--- src/rtl/instr_encoder_loader_pkg.sv ---
// Shared definitions for the instruction encoder/loader: instruction class
// enumeration, opcode constants and loader FSM state type.
package instr_encoder_loader_pkg;

  typedef enum logic [2:0] {
    CLS_R    = 3'd0,
    CLS_ADDI = 3'd1,
    CLS_ORI  = 3'd2,
    CLS_LUI  = 3'd3,
    CLS_ANDI = 3'd4,
    CLS_BEQ  = 3'd5,
    CLS_LW   = 3'd6,
    CLS_SW   = 3'd7
  } instr_class_e;

  localparam logic [5:0] OP_R    = 6'h00;
  localparam logic [5:0] OP_ADDI = 6'h08;
  localparam logic [5:0] OP_ORI  = 6'h0D;
  localparam logic [5:0] OP_LUI  = 6'h0F;
  localparam logic [5:0] OP_ANDI = 6'h0C;
  localparam logic [5:0] OP_BEQ  = 6'h04;
  localparam logic [5:0] OP_LW   = 6'h23;
  localparam logic [5:0] OP_SW   = 6'h2B;

  typedef enum logic [1:0] {
    ST_IDLE  = 2'd0,
    ST_LOAD  = 2'd1,
    ST_FLUSH = 2'd2,
    ST_DONE  = 2'd3
  } ld_state_e;

  // Primary opcode for an instruction class.
  function automatic logic [5:0] class_opcode(input instr_class_e c);
    case (c)
      CLS_ADDI: class_opcode = OP_ADDI;
      CLS_ORI:  class_opcode = OP_ORI;
      CLS_LUI:  class_opcode = OP_LUI;
      CLS_ANDI: class_opcode = OP_ANDI;
      CLS_BEQ:  class_opcode = OP_BEQ;
      CLS_LW:   class_opcode = OP_LW;
      CLS_SW:   class_opcode = OP_SW;
      default:  class_opcode = OP_R;
    endcase
  endfunction

endpackage

--- src/rtl/instr_encoder_loader_encoder.sv ---
// instr_field_encoder: purely combinational (class, fields) -> 32-bit word.
module instr_field_encoder
  import instr_encoder_loader_pkg::*;
(
  input  logic [2:0]  cls,
  input  logic [4:0]  rs,
  input  logic [4:0]  rt,
  input  logic [4:0]  rd,
  input  logic [4:0]  shamt,
  input  logic [5:0]  funct,
  input  logic [15:0] imm,
  output logic [31:0] word
);

  instr_class_e cls_e;
  logic [4:0]   rs_eff;

  // Pack fields; LUI has no source register so its rs slot is zeroed.
  always_comb begin
    cls_e  = instr_class_e'(cls);
    rs_eff = (cls_e == CLS_LUI) ? 5'd0 : rs;
    if (cls_e == CLS_R) word = {OP_R, rs, rt, rd, shamt, funct};
    else                word = {class_opcode(cls_e), rs_eff, rt, imm};
  end

endmodule

--- src/rtl/instr_encoder_loader.sv ---
// instr_encoder_loader: accepts encoded-field beats, encodes them and writes
// one word per beat into instruction memory one cycle later.
// Optional checksum output enabled by defining LOADER_CHECKSUM_EN.
module instr_encoder_loader
  import instr_encoder_loader_pkg::*;
#(
  parameter int ADDR_W    = 8,
  parameter int BASE_ADDR = 0
) (
  input  logic              clk,
  input  logic              reset,
  input  logic              start,
  input  logic              in_valid,
  output logic              in_ready,
  input  logic [2:0]        in_class,
  input  logic [4:0]        in_rs,
  input  logic [4:0]        in_rt,
  input  logic [4:0]        in_rd,
  input  logic [4:0]        in_shamt,
  input  logic [5:0]        in_funct,
  input  logic [15:0]       in_imm,
  input  logic              in_last,
  output logic              mem_we,
  output logic [ADDR_W-1:0] mem_addr,
  output logic [31:0]       mem_wdata,
  output logic [ADDR_W:0]   count,
  output logic              busy,
  output logic              done,
  output logic              overflow
`ifdef LOADER_CHECKSUM_EN
  ,
  output logic [31:0]       checksum
`endif
);

  localparam logic [ADDR_W-1:0] BASE_A   = ADDR_W'(BASE_ADDR);
  localparam logic [ADDR_W-1:0] ADDR_ONE = ADDR_W'(1);
  localparam logic [ADDR_W-1:0] ADDR_MAX = {ADDR_W{1'b1}};
  localparam logic [ADDR_W:0]   CNT_ONE  = (ADDR_W+1)'(1);

  ld_state_e         state_q, state_d;
  logic [ADDR_W-1:0] addr_q, addr_d;
  logic [ADDR_W:0]   count_q, count_d;
  logic              overflow_q, overflow_d;
  logic              we_q, we_d;
  logic [ADDR_W-1:0] maddr_q, maddr_d;
  logic [31:0]       wdata_q, wdata_d;
  logic [31:0]       enc_word;
  logic              accept;
`ifdef LOADER_CHECKSUM_EN
  logic [31:0]       cksum_q, cksum_d;
`else
  // No checksum state in this build.
`endif

  instr_field_encoder u_enc (
    .cls   (in_class),
    .rs    (in_rs),
    .rt    (in_rt),
    .rd    (in_rd),
    .shamt (in_shamt),
    .funct (in_funct),
    .imm   (in_imm),
    .word  (enc_word)
  );

  assign accept = (state_q == ST_LOAD) && in_valid;

  // Next-state and write-pipeline logic; the write register is loaded on
  // accept so the memory strobe lands exactly one cycle after the beat.
  always_comb begin
    state_d    = state_q;
    addr_d     = addr_q;
    count_d    = count_q;
    overflow_d = overflow_q;
    we_d       = 1'b0;
    maddr_d    = maddr_q;
    wdata_d    = wdata_q;
`ifdef LOADER_CHECKSUM_EN
    cksum_d    = cksum_q;
`endif
    case (state_q)
      ST_IDLE, ST_DONE: begin
        if (start) begin
          state_d    = ST_LOAD;
          addr_d     = BASE_A;
          count_d    = '0;
          overflow_d = 1'b0;
`ifdef LOADER_CHECKSUM_EN
          cksum_d    = '0;
`endif
        end
      end
      ST_LOAD: begin
        if (accept) begin
          we_d    = 1'b1;
          maddr_d = addr_q;
          wdata_d = enc_word;
          addr_d  = addr_q + ADDR_ONE;
          count_d = count_q + CNT_ONE;
`ifdef LOADER_CHECKSUM_EN
          cksum_d = cksum_q ^ enc_word;
`endif
          if (in_last) begin
            state_d = ST_FLUSH;
          end else if (addr_q == ADDR_MAX) begin
            // Memory full with more program to come: stop taking beats.
            overflow_d = 1'b1;
            state_d    = ST_DONE;
          end
        end
      end
      ST_FLUSH: state_d = ST_DONE;
      default:  state_d = ST_IDLE;
    endcase
  end

  // State registers; reset drops any write still held in the pipeline.
  always_ff @(posedge clk or negedge reset) begin
    if (!reset) begin
      state_q    <= ST_IDLE;
      addr_q     <= BASE_A;
      count_q    <= '0;
      overflow_q <= 1'b0;
      we_q       <= 1'b0;
      maddr_q    <= BASE_A;
      wdata_q    <= '0;
`ifdef LOADER_CHECKSUM_EN
      cksum_q    <= '0;
`endif
    end else begin
      state_q    <= state_d;
      addr_q     <= addr_d;
      count_q    <= count_d;
      overflow_q <= overflow_d;
      we_q       <= we_d;
      maddr_q    <= maddr_d;
      wdata_q    <= wdata_d;
`ifdef LOADER_CHECKSUM_EN
      cksum_q    <= cksum_d;
`endif
    end
  end

  assign in_ready  = (state_q == ST_LOAD);
  assign busy      = (state_q == ST_LOAD) || (state_q == ST_FLUSH);
  assign done      = (state_q == ST_DONE);
  assign overflow  = overflow_q;
  assign count     = count_q;
  assign mem_we    = we_q;
  assign mem_addr  = maddr_q;
  assign mem_wdata = wdata_q;
`ifdef LOADER_CHECKSUM_EN
  assign checksum  = cksum_q;
`endif

endmodule
--- config.mk ---
export PLATFORM = sky130hd
export DESIGN_NAME = instr_encoder_loader
export DESIGN_NICKNAME = d
export VERILOG_FILES = /design/src/rtl/instr_encoder_loader_pkg.sv /design/src/rtl/instr_encoder_loader_encoder.sv /design/src/rtl/instr_encoder_loader.sv
export SDC_FILE = /design/constraint.sdc
export NUM_CORES = 1
export LEC_CHECK = 0
export ABC_AREA = 1
export BUFFER_PORTS_ARGS = -buffer_cell sky130_fd_sc_hd__clkbuf_2
export CORE_UTILIZATION = 45
export CTS_CLUSTER_SIZE = 10
export DETAILED_ROUTE_END_ITERATION = 8
export MAX_ROUTING_LAYER = met4
export PLACE_DENSITY = 0.7
export SKIP_CTS_REPAIR_TIMING = 1
export SKIP_LAST_GASP = 1
export SLEW_MARGIN = 30
export SYNTH_ARGS = -nofsm -noshare
export SYNTH_HDL_FRONTEND = slang
export SYNTH_HIERARCHICAL = 1
export SYNTH_SLANG_ARGS = --single-unit
export TNS_END_PERCENT = 30
--- constraint.sdc ---
create_clock -name clk -period 2.6 [get_ports clk]
set_input_delay 0.78 -clock clk [delete_from_list [all_inputs] [get_ports clk]]
set_output_delay 0.78 -clock clk [all_outputs]
set_load 0.02 [all_outputs]
* Yosys cells after proc, flatten, opt, wreduce, memory -nomap -nowiden *
Cells that the tools add are included.

storage, ports and cells
  register bits = 61
  word-level logic and storage cells = 56
  output and inout port bits = 54

cells by class
  equal/unequal tests = 16
  $add $sub $neg = 2
  reductions and logical operators = 10
  mux-type cells = 21

operator list
  kind                                                                    count
  6-bit one-hot mux with 7 select lines                                   1
  32-bit two-way mux                                                      1
  9-bit two-way mux                                                       2
  9-bit one-hot mux with 2 select lines                                   1
  8-bit two-way mux                                                       2
  8-bit one-hot mux with 2 select lines                                   1
  3-bit equality test (second input constant)                             4
  9-bit by 1-bit adder with 9-bit output (second input constant)          1
  8-bit by 1-bit adder with 8-bit output (second input constant)          1
  8-bit equality test (second input constant)                             1
  2-bit two-way mux                                                       4
  3-bit by 2-bit equality test with 1-bit output (second input constant)  2
  1-bit two-way mux                                                       6
  2-bit one-hot mux with 3 select lines                                   1
  3-bit AND reduction                                                     2
  5-bit two-way mux                                                       1
  5-bit AND reduction                                                     1
  2-bit equality test (second input constant)                             2
  2-bit by 1-bit != test with 1-bit output (second input constant)        2
  2-bit != test (second input constant)                                   2
  3-bit by 1-bit equality test with 1-bit output (second input constant)  1
  3-bit zero test                                                         1
  3-bit by 1-bit != test with 1-bit output (second input constant)        1
  2-bit by 1-bit equality test with 1-bit output (second input constant)  1
  other kinds (7)                                                         7

* Depth between registers and ports, before layout *
Gate-level depths: netlist of the first run.

  depth after elaboration = 5
  mapped depth = 10
  gate-level depth less buffers = 9

* Hierarchy *
Netlist of the first run, hierarchy kept.

by module, submodules not included
  module                times used  area an instance (µm²)  cells each
  instr_encoder_loader  1           2755.1                  339
  instr_field_encoder   1           425.4                   93

* Worst setup path before layout of the first run *
OpenSTA, ideal clock, no wires.

  kind = register to output
  start point = register state_q[0]
  end point = output port busy
  path buffers = 0
  required time = 1.820 ns
  setup slack = 0.890 ns
  stages on the path, launching flop included = 4
  arrival = 0.930 ns
  path through = dfrtp_1 -> inv_1 -> ha_1 -> inv_1

between the ends
  word-level cells in the longest chain between the ends = 2
  elaborated cells between the ends (all ways) = 3
  those cells by class = eq/ne (2); reduce/logical (1)

RTL lines
  element                                                                                       line                         text
  from (decl)                                                                                   instr_encoder_loader.sv:41   ld_state_e state_q, state_d;
  from (signal assigned)                                                                        instr_encoder_loader.sv:132  state_q <= state_d;
  2-bit by 1-bit equality test with 1-bit output / 2-bit equality test (equally long branches)  instr_encoder_loader.sv:146  assign busy = (state_q == ST_LOAD) || (state_q == ST_FLUSH);
  1-bit logical OR *                                                                            instr_encoder_loader.sv:146
  to (decl)                                                                                     instr_encoder_loader.sv:27   output logic busy,

Every way passes the cells marked *; elsewhere a longest branch is shown, timed or not.

* Worst setup path in the final report of the first run *
  start point = register state_q[1]
  end point = output port in_ready

between the ends
  word-level cells in the longest chain between the ends = 1

RTL lines
  element                                         line                         text
  2-bit by 1-bit equality test with 1-bit output  instr_encoder_loader.sv:145  assign in_ready = (state_q == ST_LOAD);
  to (decl)                                       instr_encoder_loader.sv:14   output logic in_ready,

No other way between the ends.

==> flow_metrics.py, run 1 <==
metrics = {
    "critical_path": {
        "path_max_fanout": 11,
        "crit_type": "register to primary output",
        "crit_path_end_kind": "primary output",
        "cp_data_arrival_time_ns": 1.58,
        "start_kind": "register",
        "worstPathRequired_ns": 1.82,
    },
    "synth": {
        "synthCells": 432,
        "synth-seq-area-share_pct": 47.99,
        "synth-seq-cells": 61,
        "syn_area_per_cell_um2": 7.362,
        "synth_area_mm2": 0.003181,
        "yosys_warnings": 6,
        "synthesis.nets": 490,
        "ys_types": 23,
    },
    "drt": {
        "via_per_inst": 4.650,
        "route.detailed.drc": 0,
        "ant_nets": 0,
        "vias": 2939,
        "drtPass1Iterations": 4,
        "routedWlPerCell_um": 11.27,
        "drt_iter0_drc": 125,
        "postRouteWirelength_um": 7120,
    },
    "global_route": {
        "track_usage_pct": 20.88,
        "grt_overflow_total": 0,
        "grt_pass1_vias": 2719,
        "grt_pass1_wl_um": 11700,
        "grt_max_degree": 48,
        "antenna_found_initial": 0,
        "grtUsageMet3_pct": 3.850,
        "grt_busiest_layer": "met2",
        "gr-usage-met2_pct": 34.27,
        "use_met1_pct": 24.94,
    },
    "power": {
        "p_per_area_mw_per_mm2": 1085,
        "ir_drop_uv": 743.7,
        "power_leakage_nw": 2.292,
    },
    "sta": {
        "relSlewSlack_pct": 55.28,
        "rsz0062_at_grt": "no",
        "fmax_mhz": 423.0,
        "tightest_slew_ns": 0.6707,
        "fin_setup_tns_ns": 0,
        "worst_slack_ns": 0.2358,
        "period_share_pct": 90.93,
        "post-route-min-period_ns": 2.364,
        "hold_viol": 0,
        "setup_violations": 0,
        "fin_skew_ns": 0.009538,
        "slew_violations": 0,
    },
    "cells_and_area": {
        "final_cell_area_mm2": 0.003926,
        "drive_gt1_share_pct": 25.00,
        "area_delta_synth_final_pct": 23.45,
        "mostFrequentLayoutCells": "nand2_1, clkbuf_2, dfrtp_1, nor2_1, inv_1",
        "finalNonFillerCells": 632,
        "antenna_cells": 0,
        "final_nets": 589,
        "layout_commonest_cell": "nand2_1",
    },
    "floorplanning": {
        "die_w_um": 86.07,
        "die_h_um": 86.07,
        "rows": 30,
        "start_util_pct": 46.81,
        "coreArea_mm2": 0.006794,
        "ios": 104,
        "dieArea_mm2": 0.007408,
    },
    "clocking": {
        "path_clk_slew_ns": 0.07,
        "root_buffer": "clkbuf_8",
        "cts_buffers": 9,
        "htree_levels": 3,
        "cts.sink_count": 61,
        "clk_latency_ns": 0.33,
        "cts_tree": "yes",
        "clockBufferDepth": 2,
    },
    "placement": {
        "place_hpwl_um": 4986,
        "placed_area_mm2": 0.003715,
        "dp_cells": 616,
        "portBuffers": 103,
        "dpl_worst_slack_ns": 0.5364,
        "place_congestion": 0.8532,
    },
    "outcome": {
        "status": "complete, no violations",
    },
    "flow_run": {
        "maxCapViolations": 0,
    },
    "worst_hold_path": {
        "hold_path_class": "input pin to asynchronous set/reset pin",
    },
}
[cell usage after synthesis, drive strengths merged]
| master | count | share of area (%) |
|---|---|---|
| nand4 | 4 | 0.79 |
| nor2 | 40 | 5.3 |
| o21ai | 10 | 1.6 |
| nand3 | 19 | 3.0 |
| ha | 8 | 3.1 |
| buf | 18 | 4.4 |
| inv | 37 | 4.7 |
| dfrtp | 61 | 48 |
| nor3 | 2 | 0.31 |
| a21oi | 11 | 1.7 |
| conb | 1 | 0.12 |
| nand2 | 220 | 27 |
| clkbuf | 1 | 0.12 |
[area by class of cell]
class	instances	area (µm²)
fillers	634	2868
flip-flops and latches	61	1526
multi-input cells	315	1361
repair buffers	107	558.0
clock buffers	13	168.9
inverters	37	148.9
well taps	96	120.1
clock inverters	3	42.54
[cell families (layout without fill, tap and decap cells)]
group	Yosys count	after routing	share of synthesized area, %
AND/OR/NAND/NOR	285	285	36.23
flip-flops	61	61	47.99
buffers and inverters	56	160	9.205
AO/OA/AOI/OAI	21	21	3.304
adder cells (fa/ha/maj)	8	8	3.147
other	1	1	0.1179
[where the power goes]
| group | switching (mW) | total [mW] | internal [mW] | leakage [nW] |
|---|---|---|---|---|
| Clock | 0.352 | 0.872 | 0.520 | 0.106 |
| Combinational | 1.33 | 1.92 | 0.592 | 1.39 |
| Sequential | 0.199 | 1.47 | 1.27 | 0.797 |
| Total | 1.88 | 4.26 | 2.38 | 2.29 |
[worst max-delay path: stages, from the launching register on]
cell      delay (ns)
dfrtp_1         0.41
inv_1           0.07
ha_1            0.50
clkbuf_2        0.27
[flip-flops by register name (all words and copies together) (netlist names)]
| name | count |
|---|---|
| state_q | 2 |
| mem_wdata | 32 |
| count | 9 |
| mem_we | 1 |
| overflow | 1 |
| addr_q | 8 |
| mem_addr | 8 |
[layer usage]
layer / up-vias / share of wire [%]
met4: 0 / 1.7
met1: 1321 / 46
met3: 13 / 5.5
li1: 1508 / -
met5: - / 0
met2: 97 / 47
[path summary, 6_finish.rpt]
kind                       cells after the start                        end  slack [ns]                      from
setup / recovery                               3                   in_ready        0.24    state_q[1]$_DFFE_PN0P_
hold / removal                                 1  mem_wdata[22]$_DFFE_PN0P_        0.47                     reset
setup reg to reg                               9       count[6]$_DFFE_PN0P_        0.52    state_q[1]$_DFFE_PN0P_
hold reg to reg                                2   mem_wdata[9]$_DFFE_PN0P_        0.48  mem_wdata[9]$_DFFE_PN0P_
max in group asynchronous                      2  mem_wdata[26]$_DFFE_PN0P_        1.50                     reset
min in group clk                               2   mem_wdata[9]$_DFFE_PN0P_        0.48  mem_wdata[9]$_DFFE_PN0P_
[metrics by stage]
step / hold slack, ns / total power, mW / utilization (%)
2_1_floorplan: 0.4844 / 2.889 / -
3_3_place_gp: 0.4609 / 3.374 / 54.68
3_5_place_dp: 0.4652 / 3.418 / 54.68
4_1_cts: 0.4758 / 4.304 / 57.79
5_1_grt: 0.4910 / 4.600 / 57.79
6_report: 0.4685 / 4.260 / 57.79
No activity file was read; power rests on OpenSTA's default activity.
==> run 2, diff against run 1 <==
--- a/config.mk
+++ b/config.mk
@@ -6,10 +6,12 @@
 export NUM_CORES = 1
 export LEC_CHECK = 0
 export ABC_AREA = 1
-export BUFFER_PORTS_ARGS = -buffer_cell sky130_fd_sc_hd__clkbuf_2
+export BUFFER_PORTS_ARGS = -buffer_cell sky130_fd_sc_hd__buf_2
+export CAP_MARGIN = 25
 export CORE_UTILIZATION = 45
 export CTS_CLUSTER_SIZE = 10
 export DETAILED_ROUTE_END_ITERATION = 8
+export GPL_ROUTABILITY_DRIVEN = 0
 export MAX_ROUTING_LAYER = met4
 export PLACE_DENSITY = 0.7
 export SKIP_CTS_REPAIR_TIMING = 1
==> run 2 against run 1 <==
Via count rose by 1.0%. Fmax fell by 1.2%. Critical path type unchanged. Wire length rose by 1.9%. Count of clock-buffer cells in the layout fell by 1. Global-route usage rose by 0.82 points. Largest power group unchanged. Die area did not move. Clock power fell by 7.7%.
==> flow_metrics.py, run 2 (synthesis gave the netlist of run 1 again) <==
metrics = {
    "clocking": {
        "clk_latency_ns": 0.34,
        "cts_tree": "yes",
        "path_clk_slew_ns": 0.06,
        "cts.sink_count": 61,
        "htree_levels": 3,
        "cts_buffers": 9,
        "clockBufferDepth": 2,
        "root_buffer": "clkbuf_8",
    },
    "placement": {
        "portBuffers": 103,
        "place_hpwl_um": 5077,
        "placed_area_mm2": 0.003715,
        "dp_cells": 616,
    },
    "sta": {
        "post-route-min-period_ns": 2.392,
        "hold_ws_ns": 0.4504,
        "rsz0062_at_grt": "no",
        "tightest_slew_ns": 0.6305,
        "period_share_pct": 92.01,
        "hold_viol": 0,
        "relSlewSlack_pct": 57.97,
        "fmax_mhz": 418.0,
        "setup_violations": 0,
        "fin_setup_tns_ns": 0,
        "slew_violations": 0,
        "fin_skew_ns": 0.005201,
    },
    "critical_path": {
        "start_kind": "register",
        "crit_path_end_kind": "primary output",
        "crit_type": "register to primary output",
        "r2r_slack_ns": 0.56,
        "worstReg2RegStart": "state_q[1]$_DFFE_PN0P_",
        "path_max_fanout": 11,
        "r2r_cells": 9,
        "cp_data_arrival_time_ns": 1.61,
        "worstPathRequired_ns": 1.82,
        "timing.rr.end": "count[6]$_DFFE_PN0P_",
    },
    "floorplanning": {
        "die_w_um": 86.07,
        "start_util_pct": 46.81,
        "ios": 104,
        "rows": 30,
        "dieArea_mm2": 0.007408,
        "coreArea_mm2": 0.006794,
        "die_h_um": 86.07,
    },
    "drt": {
        "vias": 2969,
        "postRouteWirelength_um": 7255,
        "via_per_inst": 4.713,
        "route.detailed.drc": 0,
        "drt_iter0_drc": 132,
        "drtPass1Iterations": 4,
        "routedWlPerCell_um": 11.52,
        "ant_nets": 0,
    },
    "global_route": {
        "antenna_found_initial": 0,
        "grt_overflow_total": 0,
        "grt_pass1_vias": 2681,
        "track_usage_pct": 21.70,
        "grt_max_degree": 48,
        "grt_pass1_wl_um": 12000,
    },
    "power": {
        "power_leakage_nw": 2.291,
        "ir_drop_uv": 894.1,
        "p_per_area_mw_per_mm2": 1077,
    },
    "cells_and_area": {
        "area_delta_synth_final_pct": 22.46,
        "final_cell_area_mm2": 0.003895,
        "final_nets": 589,
        "largest_register_ffs": 32,
        "antenna_cells": 0,
        "layout_commonest_cell": "nand2_1",
        "utilization_pct": 57.33,
        "fillCellCount": 656,
        "finalNonFillerCells": 630,
        "mostFrequentLayoutCells": "nand2_1, buf_2, dfrtp_1, nor2_1, inv_1",
        "drive_gt1_share_pct": 24.53,
    },
    "worst_hold_path": {
        "hold_path_class": "input pin to asynchronous set/reset pin",
    },
    "outcome": {
        "status": "complete, no violations",
    },
    "flow_run": {
        "maxCapViolations": 0,
    },
}
-- run 2: layout make-up --
cell class	count	area, µm²	area share, %
clock buffer	12	145.1	3.726
clock inverter	2	35.03	0.8995
inverter	37	148.9	3.823
multi-input combinational	315	1361	34.95
sequential	61	1526	39.19
tap	96	120.1	3.084
timing repair buffer	107	558.0	14.33
-- run 2: through the flow --
step / total power, mW / setup WS [ns]
after floorplan: 2.889 / 0.8902
after global placement: 3.375 / 0.6158
after detailed placement: 3.423 / 0.5633
after CTS: 4.246 / 0.1922
after global routing: 4.531 / 0.1400
final: 4.197 / 0.2078
-- run 2: power breakdown --
group,internal [mW],switching (mW),leakage (nW),total (mW)
Sequential,1.27,0.194,0.797,1.46
Combinational,0.600,1.33,1.40,1.93
Clock,0.457,0.347,0.0923,0.805
Total,2.32,1.87,2.29,4.20
-- run 2: per-layer routing --
layer	up-vias	global-route usage, %	share of wire [%]
met4	0	10.30	1.6
met1	1352	26.09	46
li1	1506	-	-
met2	100	35.57	47
met3	11	3.657	5.7
met5	-	-	0
-- run 2: worst max-delay path by stage --
stage,slack [ns],end,startpoint,cells past startpoint
floorplan,0.89,busy,state_q[0]$_DFFE_PN0P_,3
finish,0.21,in_ready,state_q[1]$_DFFE_PN0P_,3
detailed placement,0.56,count[4]$_DFFE_PN0P_,start,7
global placement,0.62,count[6]$_DFFE_PN0P_,start,8
CTS,0.19,in_ready,state_q[1]$_DFFE_PN0P_,3
global route,0.14,in_ready,state_q[1]$_DFFE_PN0P_,3
-- run 2: critical path: stages, from the launching register on --
cell and delay (ns):
dfrtp_1 0.41, inv_1 0.07, ha_1 0.52, buf_2 0.27
